File: src/rtl/rfft_pkg.sv
// rfft_pkg
// Shared constants and types for the rfft sample memory slice.
//   ADDR_BIT    : row address width of one bank
//   DATA_BIT    : width of one real sample
//   MEM_HEIGHT  : rows per bank
//   NUM_BANK    : number of parallel banks feeding the butterfly
//   NUM_SAMPLES : samples collected before a compute phase may begin
//   state_t     : loader / compute state machine encoding
package rfft_pkg;

   localparam int ADDR_BIT    = 3;
   localparam int DATA_BIT    = 16;
   localparam int MEM_HEIGHT  = 1 << ADDR_BIT;
   localparam int NUM_BANK    = 4;
   localparam int NUM_SAMPLES = NUM_BANK * MEM_HEIGHT;

   typedef enum logic [1:0] {
      LOAD,
      FULL,
      COMPUTE
   } state_t;

endpackage

File: src/rtl/rfft_sample_mem_if.sv
// rfft_sample_mem_if
// Bundles the serial loader handshake and the four-bank compute port.
//   in_valid/in_data/in_ready : serial sample stream into the loader
//   load_done/start/done/busy : phase control
//   addr_read/addr_write      : packed per-bank row addresses (bank i at [ADDR_BIT*i +: ADDR_BIT])
//   wr_en, wr0..wr3           : four-bank write-back
//   mem0..mem3                : registered per-bank read data
// master drives the stimulus side, slave is the memory itself.
interface rfft_sample_mem_if;
   import rfft_pkg::*;

   logic                           in_valid;
   logic [DATA_BIT-1:0]            in_data;
   logic                           in_ready;
   logic                           load_done;
   logic                           start;
   logic                           done;
   logic [ADDR_BIT*NUM_BANK-1:0]   addr_read;
   logic [ADDR_BIT*NUM_BANK-1:0]   addr_write;
   logic                           wr_en;
   logic [DATA_BIT-1:0]            wr0;
   logic [DATA_BIT-1:0]            wr1;
   logic [DATA_BIT-1:0]            wr2;
   logic [DATA_BIT-1:0]            wr3;
   logic [DATA_BIT-1:0]            mem0;
   logic [DATA_BIT-1:0]            mem1;
   logic [DATA_BIT-1:0]            mem2;
   logic [DATA_BIT-1:0]            mem3;
   logic                           busy;

   modport master (
      output in_valid, in_data, start, done, addr_read, addr_write,
             wr_en, wr0, wr1, wr2, wr3,
      input  in_ready, load_done, busy, mem0, mem1, mem2, mem3
   );

   modport slave (
      input  in_valid, in_data, start, done, addr_read, addr_write,
             wr_en, wr0, wr1, wr2, wr3,
      output in_ready, load_done, busy, mem0, mem1, mem2, mem3
   );

endinterface

File: src/rtl/rfft_bank_ram.sv
// rfft_bank_ram
// One bank of sample storage: single clock, one registered read port and
// one write port. A read and write of the same row in one cycle returns
// the old contents; the new data is visible from the following cycle.
//   clk     : clock
//   rst     : synchronous active-high reset, clears only the read register
//   rd_en   : register a new read this cycle, otherwise rd_data holds
//   rd_addr : read row
//   rd_data : registered read data
//   wr_en   : write wr_data at wr_addr
//   wr_addr : write row
//   wr_data : write data
module rfft_bank_ram
   import rfft_pkg::*;
#(
   parameter int AW = ADDR_BIT,
   parameter int DW = DATA_BIT
) (
   input  logic          clk,
   input  logic          rst,
   input  logic          rd_en,
   input  logic [AW-1:0] rd_addr,
   output logic [DW-1:0] rd_data,
   input  logic          wr_en,
   input  logic [AW-1:0] wr_addr,
   input  logic [DW-1:0] wr_data
);

   logic [DW-1:0] ram [2**AW];

   // Storage array is deliberately left without reset so it maps onto
   // plain RAM; a reset only restarts the loader, it never erases data.
   always_ff @(posedge clk) begin
      if (wr_en) begin
         ram[wr_addr] <= wr_data;
      end
   end

   // Read register samples the array before this edge's write lands,
   // which is what gives read-before-write behaviour on a collision.
   always_ff @(posedge clk) begin
      if (rst) begin
         rd_data <= '0;
      end else if (rd_en) begin
         rd_data <= ram[rd_addr];
      end
   end

endmodule

File: src/rtl/rfft_sample_mem.sv
// rfft_sample_mem
// Four-bank sample memory in front of the 4-point real FFT. Serial samples
// are interleaved across the banks (sample n -> bank n%4, row n/4); during
// compute every bank is read and optionally written in parallel.
//   clk : clock, rising edge
//   rst : synchronous active-high reset (state, counter, read registers)
//   bus : rfft_sample_mem_if slave port (loader handshake, phase control,
//         packed addresses, write-back data, read data)
module rfft_sample_mem
   import rfft_pkg::*;
(
   input  logic                clk,
   input  logic                rst,
   rfft_sample_mem_if.slave    bus
);

   state_t              state;
   state_t              state_next;
   logic [4:0]          sample_cnt;
   logic                load_fire;
   logic                read_en;
   logic [DATA_BIT-1:0] wr_data_bank [NUM_BANK];
   logic [DATA_BIT-1:0] rd_data_bank [NUM_BANK];

   // State register for the load / full / compute cycle.
   always_ff @(posedge clk) begin
      if (rst) begin
         state <= LOAD;
      end else begin
         state <= state_next;
      end
   end

   // Next-state logic. start and done are only looked at in their own
   // state, so a stray done while FULL cannot cancel a pending start.
   always_comb begin
      state_next = state;
      case (state)
         LOAD: begin
            if (load_fire && (sample_cnt == 5'(NUM_SAMPLES - 1))) begin
               state_next = FULL;
            end
         end
         FULL: begin
            if (bus.start) begin
               state_next = COMPUTE;
            end
         end
         COMPUTE: begin
            if (bus.done) begin
               state_next = LOAD;
            end
         end
         default: state_next = LOAD;
      endcase
   end

   // Status outputs decoded purely from the current state.
   always_comb begin
      bus.in_ready  = 1'b0;
      bus.load_done = 1'b0;
      bus.busy      = 1'b0;
      case (state)
         LOAD:    bus.in_ready  = 1'b1;
         FULL:    bus.load_done = 1'b1;
         COMPUTE: bus.busy      = 1'b1;
         default: bus.in_ready  = 1'b0;
      endcase
   end

   assign load_fire = bus.in_valid & bus.in_ready;
   assign read_en   = (state == COMPUTE);

   // Sample counter. Wrapping 31 -> 0 on the last handshake means the
   // counter is already back at zero when compute hands control back.
   always_ff @(posedge clk) begin
      if (rst) begin
         sample_cnt <= '0;
      end else if (load_fire) begin
         if (sample_cnt == 5'(NUM_SAMPLES - 1)) begin
            sample_cnt <= '0;
         end else begin
            sample_cnt <= sample_cnt + 5'd1;
         end
      end
   end

   assign wr_data_bank[0] = bus.wr0;
   assign wr_data_bank[1] = bus.wr1;
   assign wr_data_bank[2] = bus.wr2;
   assign wr_data_bank[3] = bus.wr3;

   assign bus.mem0 = rd_data_bank[0];
   assign bus.mem1 = rd_data_bank[1];
   assign bus.mem2 = rd_data_bank[2];
   assign bus.mem3 = rd_data_bank[3];

   for (genvar i = 0; i < NUM_BANK; i++) begin : g_bank
      logic                bank_we;
      logic [ADDR_BIT-1:0] bank_waddr;
      logic [DATA_BIT-1:0] bank_wdata;

      // Write port steering: the loader owns the write port in LOAD (low
      // counter bits pick the bank, high bits the row), the compute
      // write-back owns it in COMPUTE. Reset suppresses any write so an
      // abort never lands a half-formed update.
      always_comb begin
         bank_we    = 1'b0;
         bank_waddr = bus.addr_write[ADDR_BIT*i +: ADDR_BIT];
         bank_wdata = wr_data_bank[i];
         if (state == LOAD) begin
            bank_we    = load_fire && (sample_cnt[1:0] == 2'(i)) && !rst;
            bank_waddr = sample_cnt[4:2];
            bank_wdata = bus.in_data;
         end else if (state == COMPUTE) begin
            bank_we    = bus.wr_en && !rst;
         end
      end

      rfft_bank_ram #(
         .AW (ADDR_BIT),
         .DW (DATA_BIT)
      ) u_ram (
         .clk     (clk),
         .rst     (rst),
         .rd_en   (read_en),
         .rd_addr (bus.addr_read[ADDR_BIT*i +: ADDR_BIT]),
         .rd_data (rd_data_bank[i]),
         .wr_en   (bank_we),
         .wr_addr (bank_waddr),
         .wr_data (bank_wdata)
      );
   end

endmodule

File: src/flat_wrapper.sv
// flat-port wrapper written by rule: the top's interface ports become plain ports
module rfft_sample_mem_flat import rfft_pkg::*;
  (clk, rst, bus_in_valid, bus_in_data, bus_start, bus_done, bus_addr_read, bus_addr_write, bus_wr_en, bus_wr0, bus_wr1, bus_wr2, bus_wr3, bus_in_ready, bus_load_done, bus_busy, bus_mem0, bus_mem1, bus_mem2, bus_mem3);
  rfft_sample_mem_if bus_i ();
  input  logic clk;
  input  logic rst;
  input wire logic [$bits(bus_i.in_valid)-1:0] bus_in_valid;
  input wire logic [$bits(bus_i.in_data)-1:0] bus_in_data;
  input wire logic [$bits(bus_i.start)-1:0] bus_start;
  input wire logic [$bits(bus_i.done)-1:0] bus_done;
  input wire logic [$bits(bus_i.addr_read)-1:0] bus_addr_read;
  input wire logic [$bits(bus_i.addr_write)-1:0] bus_addr_write;
  input wire logic [$bits(bus_i.wr_en)-1:0] bus_wr_en;
  input wire logic [$bits(bus_i.wr0)-1:0] bus_wr0;
  input wire logic [$bits(bus_i.wr1)-1:0] bus_wr1;
  input wire logic [$bits(bus_i.wr2)-1:0] bus_wr2;
  input wire logic [$bits(bus_i.wr3)-1:0] bus_wr3;
  output wire logic [$bits(bus_i.in_ready)-1:0] bus_in_ready;
  output wire logic [$bits(bus_i.load_done)-1:0] bus_load_done;
  output wire logic [$bits(bus_i.busy)-1:0] bus_busy;
  output wire logic [$bits(bus_i.mem0)-1:0] bus_mem0;
  output wire logic [$bits(bus_i.mem1)-1:0] bus_mem1;
  output wire logic [$bits(bus_i.mem2)-1:0] bus_mem2;
  output wire logic [$bits(bus_i.mem3)-1:0] bus_mem3;
  assign bus_i.in_valid = bus_in_valid;
  assign bus_i.in_data = bus_in_data;
  assign bus_i.start = bus_start;
  assign bus_i.done = bus_done;
  assign bus_i.addr_read = bus_addr_read;
  assign bus_i.addr_write = bus_addr_write;
  assign bus_i.wr_en = bus_wr_en;
  assign bus_i.wr0 = bus_wr0;
  assign bus_i.wr1 = bus_wr1;
  assign bus_i.wr2 = bus_wr2;
  assign bus_i.wr3 = bus_wr3;
  assign bus_in_ready = bus_i.in_ready;
  assign bus_load_done = bus_i.load_done;
  assign bus_busy = bus_i.busy;
  assign bus_mem0 = bus_i.mem0;
  assign bus_mem1 = bus_i.mem1;
  assign bus_mem2 = bus_i.mem2;
  assign bus_mem3 = bus_i.mem3;
  rfft_sample_mem u_core (.clk(clk), .rst(rst), .bus(bus_i));
endmodule
File: config.mk
export PLATFORM = sky130hd
export DESIGN_NAME = rfft_sample_mem_flat
export DESIGN_NICKNAME = d
export VERILOG_FILES = /design/src/rtl/rfft_pkg.sv /design/src/rtl/rfft_sample_mem_if.sv /design/src/rtl/rfft_bank_ram.sv /design/src/rtl/rfft_sample_mem.sv /design/src/flat_wrapper.sv
export SDC_FILE = /design/constraint.sdc
export NUM_CORES = 1
export LEC_CHECK = 0
export BUFFER_PORTS_ARGS = -buffer_cell sky130_fd_sc_hd__buf_2
export CAP_MARGIN = 25
export CORE_MARGIN = 5
export CORE_UTILIZATION = 54
export DETAILED_ROUTE_END_ITERATION = 8
export GPL_TIMING_DRIVEN = 0
export HOLD_SLACK_MARGIN = 0.02
export PLACE_DENSITY = 0.82
export RECOVER_POWER = 100
export SLEW_MARGIN = 20
export SYNTH_ARGS = -nofsm -noshare
export SYNTH_HDL_FRONTEND = slang
export SYNTH_SLANG_ARGS = --single-unit
File: constraint.sdc
create_clock -name clk -period 2.53 [get_ports clk]
set_clock_uncertainty 0.15 [all_clocks]
set_input_delay 0.759 -clock clk [delete_from_list [all_inputs] [get_ports clk]]
set_output_delay 0.759 -clock clk [all_outputs]
set_load 0.005 [all_outputs]
==> flow_summary.ini, run 1 <==
[setup_path]
timing_worst_setup_path_type = primary input to register
worst_r2r_path_cells = 8
endpoint_kind = register
arrival_ps = 2820
critical_path.startpoint_type = primary input
critical_path.max_fanout = 10
cp.required_ps = 2690

[min_path]
holdPathStages = 3
tightest_hold_check_type = primary input to register

[yosys]
post_synthesis_cell_count = 1530
yosysTopAreaCell = sky130_fd_sc_hd__edfxtp_1
synth.lib_cells_used.distinct = 36
compound_gate_fraction_of_synth_area = 0.06463
synth_top_area_share = 0.6713
muxShareOfSynthArea = 0.1124
synth_top_family_by_area = multiplexers
yosys-top-cells-area = sky130_fd_sc_hd__edfxtp_1, sky130_fd_sc_hd__mux2i_1, sky130_fd_sc_hd__dfxtp_1
synth.avg_cell_area_sq_um = 14.97
syn-cell-area_sq_mm = 0.02290
portion_of_the_post_synthesis_area_used_by_sequential_elements = 0.7334
synth.net_count = 1645
post_synth_xor_area_fraction = 0
synth-warning-count = 0
post_synth_fa_ha_maj_area_fraction = 0.002732
post_synth_and_or_nand_nor_area_fraction = 0.06824
synth_seq_cells = 583

[cts]
tritoncts = built
clock_insertion_delay_worst_skew_ps = 610
root_buffer_master = sky130_fd_sc_hd__clkbuf_16
cts.sinks = 583
clock_transition_at_the_registers_of_the_reported_paths_ps = 60
ctsHoldBuffers = 0
cts_inserted_buffers = 56
htree_num_levels = 2
cts_buffer_depth = 3

[global_route]
antenna_found_initial = 11
remaining_overflow_grt = 0
globalRouteTotalUtil = 0.2676
grt_max_degree = 16
number_of_global_route_vias_before_repair = 14730
grt_first_pass_wirelength_um = 92980

[sta]
worstMarginPinSlew_ps = 809.3
final-hold-violation-count = 0
maxSlewViolCount = 0
slew_headroom = 0.4605
grt_setup_unrepaired = yes
setup_viol_count_final = 60
max_clock_freq_ghz = 0.3756
timing.final.ws_setup_ps = -132.2
post-route-period-util = 1.052
finalWorstPathRequiredPeriod_ps = 2662

[pwr]
power_density_mw_per_mm2 = 744.5
vdd.ir_drop.worst_uv = 573.9
cellLeakagePower_nw = 9.752
power_mw = 20.31

[floorplan]
placeableCoreArea_sq_mm = 0.04195
die_y_um = 215.9
die_area_sq_mm = 0.04663
ports = 177
core.rowCount = 75
initial_core_util = 0.5460
die-width_um = 215.9

[routing]
antenna_left = 0
finalWirelength_um = 64480
route.detailed.wl_per_inst_um = 26.89
routed-via-count = 14860
via_per_inst = 6.196
post-route-drc-count = 0
first_iter_violations = 2000
dr_pass1_iterations = 8

[place]
place.detailed.hpwl_um = 42470
io_buffers = 170
dp_worst_slack_ps = -718.1
routabilityCongestion = 0.8122

[finish]
fill_cells = 2831
layout-drive-gt1-share = 0.1894
finalNetCount = 1925
most-common-layout-cells = sky130_fd_sc_hd__edfxtp_1, sky130_fd_sc_hd__mux2i_1, sky130_fd_sc_hd__buf_2
postLayoutCoreUtil = 0.6504
leading_cell_type_in_the_layout_fill_and_taps_excluded = sky130_fd_sc_hd__edfxtp_1
synthToLayoutAreaGrowth_pct = 19.13

[job]
max-cap-violations = 0

[status]
failed_checks = negative setup slack
run_status = finished, violations left
logic make-up (layout without fill, tap and decap cells):
| kind of cell | count (synthesis) | count (layout) |
|---|---|---|
| compound gates | 225 | 225 |
| simple gates | 364 | 364 |
| fa+ha+maj | 5 | 5 |
| other cells | 0 | 6 |
| buf+inv | 96 | 419 |
| mux | 257 | 257 |
| flops | 583 | 583 |
critical path, cell delays in order:
cell and delay (ps):
sky130_fd_sc_hd__clkbuf_1 310, sky130_fd_sc_hd__or2_2 440, sky130_fd_sc_hd__a21oi_1 230, sky130_fd_sc_hd__nand2_1 250
sky130_fd_sc_hd__nor2_2 570, sky130_fd_sc_hd__buf_8 240
per-layer routing:
layer | vias to the layer above | part of all wire | wire length [um] | GRT usage
li1 | 6390 | - | - | -
met2 | 1007 | 0.48 | 30680 | 0.4291
met1 | 7297 | 0.36 | 23500 | 0.3547
met4 | 8 | 0.033 | 2157 | 0.09943
met5 | - | 0.00085 | 55 | 0
met3 | 155 | 0.13 | 8091 | 0.07273
final cells by class:
type	count	area, sq um	share of cell area
diodes	6	15.01	0.0005503
plain buffers	88	395.4	0.01449
clock buffers	65	1456	0.05338
clock inverters	36	498.0	0.01825
inverters	5	32.53	0.001192
multi-input cells	851	5918	0.2169
flip-flops and latches	583	16800	0.6159
well taps	539	674.4	0.02472
repair buffers	225	1490	0.05462
cells in the mapped netlist (all sizes together):
cell type    n
o31a         5
clkbuf      49
or4          1
nand3        3
o21a         3
and2b        1
inv          5
or3          2
or2          2
or2b         1
and2         4
nor2b        8
edfxtp     512
nand3b       5
a21oi       81
nor3        65
mux2         1
a22oi      128
or4b         1
nand2      157
mux2i      256
and3         2
buf         42
nand2b       4
nor2       106
a31oi        6
nor3b        2
ha           5
dfxtp       71
o21ai        2
metrics by stage:
stage	cells	TNS (ps)	area, sq um	hold slack (ps)
after floorplan	1530	-111150	22900	335.5
after global placement	2239	-605810	24430	331.2
after detailed placement	2271	-269280	24950	335.1
after CTS	2382	-1985	27190	311.3
after global routing	2396	-6193	27280	359.2
final	2398	-3488	27280	338.7
power breakdown:
group          switching [mW]  internal (mW)
sequential             0.0108           10.5
clock                    3.59           5.35
combinational           0.607          0.285
registers in the layout (all words and copies together), names as in the netlist:
signal / count
u_core.sample_cnt: 5
u_core.state: 2
u_core.g_bank.u_ram.ram: 512
u_core.g_bank.u_ram.rd_data: 64
what timing repair did:
item | CTS | global route
buffers inserted | 11 | 12
resized for setup | 36 | 22
pin swaps | 9 | 6
setup endpoints to repair | 661 | 412
final timing paths:
| check | from | end | slack [ps] |
|---|---|---|---|
| min | bus_start | u_core.state[1]$_SDFFE_PP0P_ | 340 |
| max | rst | u_core.g_bank[3].u_ram.ram[4][8]$_DFFE_PP_ | -130 |
| max reg2reg | u_core.state[0]$_SDFFE_PP0P_ | u_core.g_bank[3].u_ram.ram[4][8]$_DFFE_PP_ | -90 |
| min reg2reg | u_core.g_bank[3].u_ram.rd_data[10]$_SDFFE_PP0N_ | u_core.g_bank[3].u_ram.rd_data[10]$_SDFFE_PP0N_ | 340 |
(Power assumes the default switching activity.)
==> run 2, diff against run 1 <==
Settings changed: CORE_MARGIN 5 to 2, GPL_TIMING_DRIVEN 0 to default.
==> flow_summary.ini, run 2 (same netlist as run 1, synthesis figures left out) <==
[pwr]
power_density_mw_per_mm2 = 744.2
pwr-share-seq = 0.526
netSwitchingPower_mw = 4.005
cellLeakagePower_nw = 9.764
share_comb_of_total_power = 0.046
vdd.ir_drop.worst_uv = 495.3
pwr-share-clk = 0.428
cellInternalPower_mw = 15.94
power_switching_share = 0.2008

[setup_path]
critical_path.startpoint_type = register
timing_worst_setup_path_type = register to output port
startpoint_of_the_most_critical_setup_path = u_core.state[1]$_SDFFE_PP0P_
critical_path.max_fanout = 8
arrival_ps = 1550
cp.required_ps = 1620
endpoint_kind = output port
crit-reg2reg-launch = u_core.state[0]$_SDFFE_PP0P_

[sta]
final-hold-violation-count = 0
max_clock_freq_ghz = 0.4063
grt_setup_unrepaired = no
finalHoldWorstSlack_ps = 338.8
slew_headroom = -0.2102
setup_viol_count_final = 0
finalWorstPathRequiredPeriod_ps = 2461
maxSlewViolCount = 72
worstMarginPinSlew_ps = 1815
post-route-period-util = 0.9727

[floorplan]
placeableCoreArea_sq_mm = 0.04195
ports = 177
die-width_um = 209.9
die_y_um = 209.9
initial_core_util = 0.5460
die_area_sq_mm = 0.04407
core.rowCount = 75

[finish]
leading_cell_type_in_the_layout_fill_and_taps_excluded = sky130_fd_sc_hd__edfxtp_1
synthToLayoutAreaGrowth_pct = 17.03
finish.cell_count_without_fillers = 2356
multi_input_area_sq_mm = 0.005690
top_register = u_core.g_bank.u_ram.ram
largest_register_ffs = 512
final_area_sq_mm = 0.02680
fill_cells = 2916
largest_registers = u_core.g_bank.u_ram.ram x512, u_core.g_bank.u_ram.rd_data x64, u_core.sample_cnt x5
postLayoutCoreUtil = 0.6390
seq_area_sq_mm = 0.01680
most-common-layout-cells = sky130_fd_sc_hd__edfxtp_1, sky130_fd_sc_hd__mux2i_1, sky130_fd_sc_hd__nand2_1
finalNetCount = 1881
layout-drive-gt1-share = 0.1821

[routing]
post-route-drc-count = 0
routed-via-count = 14170
first_iter_violations = 1775
via_per_inst = 6.015
route.detailed.wl_per_inst_um = 24.62
antenna_left = 0
dr_pass1_iterations = 6
finalWirelength_um = 58000

[cts]
clock_insertion_delay_worst_skew_ps = 580
root_buffer_master = sky130_fd_sc_hd__clkbuf_16
htree_num_levels = 2
cts.sinks = 583
tritoncts = built
cts_inserted_buffers = 55
cts_buffer_depth = 3
clock_transition_at_the_registers_of_the_reported_paths_ps = 60

[place]
place.detailed.hpwl_um = 39400
routabilityCongestion = 0.8766
io_buffers = 176
place_area_sq_mm = 0.02513
placed_cells_incl_taps = 2246

[status]
run_status = finished, violations left
failed_checks = max-capacitance violations, max-slew violations

[global_route]
grt_max_degree = 72
antenna_found_initial = 5
globalRouteTotalUtil = 0.2613
remaining_overflow_grt = 0
grt_first_pass_wirelength_um = 85180
number_of_global_route_vias_before_repair = 13920

[min_path]
timing.hold.worst.start = u_core.g_bank[2].u_ram.rd_data[4]$_SDFFE_PP0N_
tightest_hold_check_type = register to register

[job]
max-cap-violations = 1
run 2: power groups by stage:
stage          Clock [mW]  Sequential (mW)  Combinational [mW]
4_1_cts              8.62             10.5               0.916
5_1_grt              8.98             10.5               0.975
3_3_place_gp            0             10.7               0.878
2_1_floorplan           0             10.7               0.496
6_report             8.54             10.5               0.923
3_5_place_dp            0             10.7               0.909
run 2: cell type report:
cell class | count | share of cell area
flip-flops and latches | 583 | 0.6269
multi-input cells | 851 | 0.2123
repair buffers | 270 | 0.06288
clock buffers | 73 | 0.05695
well taps | 539 | 0.02516
clock inverters | 30 | 0.01400
inverters | 5 | 0.001354
diodes | 5 | 0.0004668
run 2: through the flow:
stage	power, mW	setup TNS, ps	setup WS [ps]
after floorplan	11.18	-111150	-222.3
after global placement	11.57	-655.7	-24.89
after detailed placement	11.60	-3672	-78.70
after CTS	20.02	0	11.71
after global routing	20.44	0	7.361
final	19.95	0	68.98
run 2: worst paths after layout:
kind / to / slack, ps / cells after the start
hold / removal: u_core.g_bank[2].u_ram.rd_data[4]$_SDFFE_PP0N_ / 340 / 2
setup / recovery: bus_busy / 70 / 4
setup reg to reg: u_core.g_bank[2].u_ram.ram[0][1]$_DFFE_PP_ / 70 / 6
hold reg to reg: u_core.g_bank[2].u_ram.rd_data[4]$_SDFFE_PP0N_ / 340 / 2
run 2: routing by layer:
metal  global-route usage  vias up  share of wire
li1                     -     6304              -
met1               0.3511     6981           0.39
met2               0.4285      774           0.48
met3              0.05781      109          0.099
met4              0.08462        4          0.029
met5                    0        -        0.00045
run 2: worst max-delay path: stages, from the launching register on:
cell and delay, ps:
sky130_fd_sc_hd__dfxtp_4 360, sky130_fd_sc_hd__buf_6 120, sky130_fd_sc_hd__or2b_4 310, sky130_fd_sc_hd__inv_6 90, sky130_fd_sc_hd__buf_6 100
run 2: timing repair:
item                       CTS  global route
setup buffers                2             0
gates resized for setup      6             5
setup endpoints to repair    2            97
hold buffers                 0             0
pin swaps                    1             0
==> run 3, diff against run 2 <==
Settings changed: ABC_AREA from default to 1, BUFFER_PORTS_ARGS -buffer_cell sky130_fd_sc_hd__buf_2 to -buffer_cell sky130_fd_sc_hd__clkbuf_2, CORE_UTILIZATION 54 to 35, PLACE_DENSITY 0.82 to 0.59.
==> flow_summary.ini, run 3 <==
[setup_path]
endpoint_kind = output port
critPathMaxStageDelay_ps = 340
critical_path.max_fanout = 21
arrival_ps = 1530
crit_family = buffers and inverters
critical_path.startpoint_type = register
crit-reg2reg-launch = u_core.state[0]$_SDFFE_PP0P_
r2r_end = u_core.g_bank[3].u_ram.ram[1][5]$_DFFE_PP_
critical_path_buf_inv_count = 3
worst-r2r-setup-slack_ps = 160
crit_slowest_cell = sky130_fd_sc_hd__dfxtp_1
critical_path.cell_chain = inv_2 -> nand2_4 -> inv_6 -> clkbuf_2
cp.required_ps = 1620
worst_r2r_path_cells = 9
timing_worst_setup_path_type = register to output port

[sta]
final.setup.tns_ps = 0
slew_headroom = 0.1110
grt_setup_unrepaired = no
post-route-period-util = 0.9649
setup_viol_count_final = 0
final-hold-violation-count = 0
worstMarginPinSlew_ps = 1334
finalWorstPathRequiredPeriod_ps = 2441
timing.final.ws_setup_ps = 88.78
max_clock_freq_ghz = 0.4096
finalHoldWorstSlack_ps = 240.0
maxSlewViolCount = 0

[cts]
tritoncts = built
clock_insertion_delay_worst_skew_ps = 620
clock_transition_at_the_registers_of_the_reported_paths_ps = 60
cts_inserted_buffers = 59
cts.sinks = 583
htree_num_levels = 2
cts_buffer_depth = 3
ctsHoldBuffers = 0
root_buffer_master = sky130_fd_sc_hd__clkbuf_16

[finish]
finalNetCount = 2930
most-common-layout-cells = sky130_fd_sc_hd__nand2_1, sky130_fd_sc_hd__inv_1, sky130_fd_sc_hd__edfxtp_1
synthToLayoutAreaGrowth_pct = 16.70
final_area_sq_mm = 0.02957
top_register = u_core.g_bank.u_ram.ram
finish.cell_count_without_fillers = 3816
largest_register_ffs = 512
layout-drive-gt1-share = 0.1211
largest_registers = u_core.g_bank.u_ram.ram x512, u_core.g_bank.u_ram.rd_data x64, u_core.sample_cnt x5
fill_cells = 7013
postLayoutCoreUtil = 0.4129
leading_cell_type_in_the_layout_fill_and_taps_excluded = sky130_fd_sc_hd__nand2_1

[yosys]
synth.net_count = 2724
post-synth-top-count-cell = sky130_fd_sc_hd__nand2_1
asyncSetResetFlopFracSynth = 0
synth_enable_flop_cells = 512
syn-cell-area_sq_mm = 0.02534
portion_of_the_post_synthesis_area_used_by_sequential_elements = 0.6629
postSynth.topFlopCell = sky130_fd_sc_hd__edfxtp_1
post_synthesis_cell_count = 2609
synth.avg_cell_area_sq_um = 9.711
synth_seq_cells = 583
ys_top_cells_by_count = sky130_fd_sc_hd__nand2_1, sky130_fd_sc_hd__inv_1, sky130_fd_sc_hd__edfxtp_1
yosysTopAreaCell = sky130_fd_sc_hd__edfxtp_1
yosys-top-cells-area = sky130_fd_sc_hd__edfxtp_1, sky130_fd_sc_hd__nand2_1, sky130_fd_sc_hd__inv_1
synth.lib_cells_used.distinct = 24
synth_top_area_share = 0.6068
synth-warning-count = 0

[min_path]
timing.hold.worst.start = rst
timing.hold.worst_endpoint = u_core.state[0]$_SDFFE_PP0P_
tightest_hold_check_type = primary input to register
holdPathStages = 2

[job]
max-cap-violations = 0

[pwr]
power_density_mw_per_mm2 = 698.0
power_mw = 20.64
vdd.ir_drop.worst_uv = 521.4
cellLeakagePower_nw = 13.12

[global_route]
globalRouteTotalUtil = 0.1823
remaining_overflow_grt = 0
grt_first_pass_wirelength_um = 102100
antenna_found_initial = 7
grt_max_degree = 77
number_of_global_route_vias_before_repair = 16620

[place]
io_buffers = 176
placed_cells_incl_taps = 3704
routabilityCongestion = 0.8071
place.detailed.hpwl_um = 46560
dp_worst_slack_ps = 127.4
place_area_sq_mm = 0.02805

[floorplan]
die_y_um = 273.1
ports = 177
placeableCoreArea_sq_mm = 0.07161
die_area_sq_mm = 0.07456
initial_core_util = 0.3538
core.rowCount = 98
die-width_um = 273.1

[routing]
finalWirelength_um = 68620
via_per_inst = 4.587
antenna_left = 0
post-route-drc-count = 0
route.detailed.wl_per_inst_um = 17.98
routed-via-count = 17510
first_iter_violations = 1140
dr_pass1_iterations = 4

[status]
run_status = finished, final reports clean
## run 3: cell types whose count changed in the layout (fill, tap and decap cells not counted), moves of 13 or more
| cell | before | now |
|---|---|---|
| sky130_fd_sc_hd__buf_2 | 146 | 2 |
| sky130_fd_sc_hd__a21oi_1 | 81 | 68 |
| sky130_fd_sc_hd__nand2_1 | 156 | 771 |
| sky130_fd_sc_hd__a22oi_1 | 128 | 0 |
| sky130_fd_sc_hd__nor3_1 | 65 | 2 |
| sky130_fd_sc_hd__nand3_1 | 3 | 388 |
| sky130_fd_sc_hd__clkbuf_1 | 46 | 65 |
| sky130_fd_sc_hd__clkbuf_2 | 21 | 160 |
| sky130_fd_sc_hd__inv_1 | 3 | 533 |
| sky130_fd_sc_hd__nor2_1 | 106 | 31 |
| sky130_fd_sc_hd__mux2i_1 | 256 | 0 |
| sky130_fd_sc_hd__o21ai_0 | 2 | 66 |
## run 3: final cells by class
| cell class | instances | area (sq um) | area share |
|---|---|---|---|
| inverter | 544 | 2047 | 0.06923 |
| clock inverter | 27 | 286.5 | 0.009690 |
| timing repair buffer | 268 | 1612 | 0.05450 |
| sequential | 583 | 16800 | 0.5680 |
| antenna | 1 | 2.502 | 0.00008463 |
| clock buffer | 84 | 1713 | 0.05793 |
| tap | 950 | 1189 | 0.04020 |
| multi-input combinational | 1359 | 5923 | 0.2003 |
## run 3: cell families after synthesis
logic type | after synthesis | synth area share
and+or+nand+nor | 1219 | 0.2043
DFF | 583 | 0.6629
adders and majority gates | 5 | 0.002469
AOI/OAI and AO/OA | 135 | 0.02682
buffers and inverters | 667 | 0.1035
## run 3: worst max path at each step
stage	start	to	slack, ps	depth (start not counted)
5_1_grt	u_core.state[0]$_SDFFE_PP0P_	u_core.g_bank[2].u_ram.ram[2][10]$_DFFE_PP_	20	8
2_1_floorplan	rst	u_core.g_bank[0].u_ram.ram[1][0]$_DFFE_PP_	-60	6
3_3_place_gp	bus_in_valid	u_core.g_bank[2].u_ram.ram[5][4]$_DFFE_PP_	120	8
6_report	u_core.state[0]$_SDFFE_PP0P_	bus_in_ready	90	4
4_1_cts	u_core.state[1]$_SDFFE_PP0P_	bus_busy	50	4
3_5_place_dp	bus_in_valid	u_core.g_bank[1].u_ram.ram[7][5]$_DFFE_PP_	130	8
## run 3: routing by layer
metal	share of wire	vias to the layer above	global-route usage
li1	-	8717	-
met1	0.46	8248	0.2502
met2	0.45	413	0.2906
met3	0.065	113	0.04156
met4	0.025	14	0.04904
met5	0.0012	-	0
## run 3: timing repair
action,CTS,global route
resized for setup,2,0
endpoints found under the setup margin,2,0
buffers inserted,0,0
## run 3: worst register-to-register path, stage by stage (launching register included)
cell and delay (ps):
sky130_fd_sc_hd__dfxtp_1 390, sky130_fd_sc_hd__inv_2 80, sky130_fd_sc_hd__nand2_4 140, sky130_fd_sc_hd__inv_6 120, sky130_fd_sc_hd__nand2_1 260, sky130_fd_sc_hd__nand2_1 140, sky130_fd_sc_hd__inv_1 90, sky130_fd_sc_hd__nand2_1 80
sky130_fd_sc_hd__nor2_1 120, sky130_fd_sc_hd__clkbuf_2 420
## run 3: power breakdown
group / internal [mW] / switching, mW
clock: 5.30 / 3.67
sequential: 10.5 / 0.0118
combinational: 0.327 / 0.845
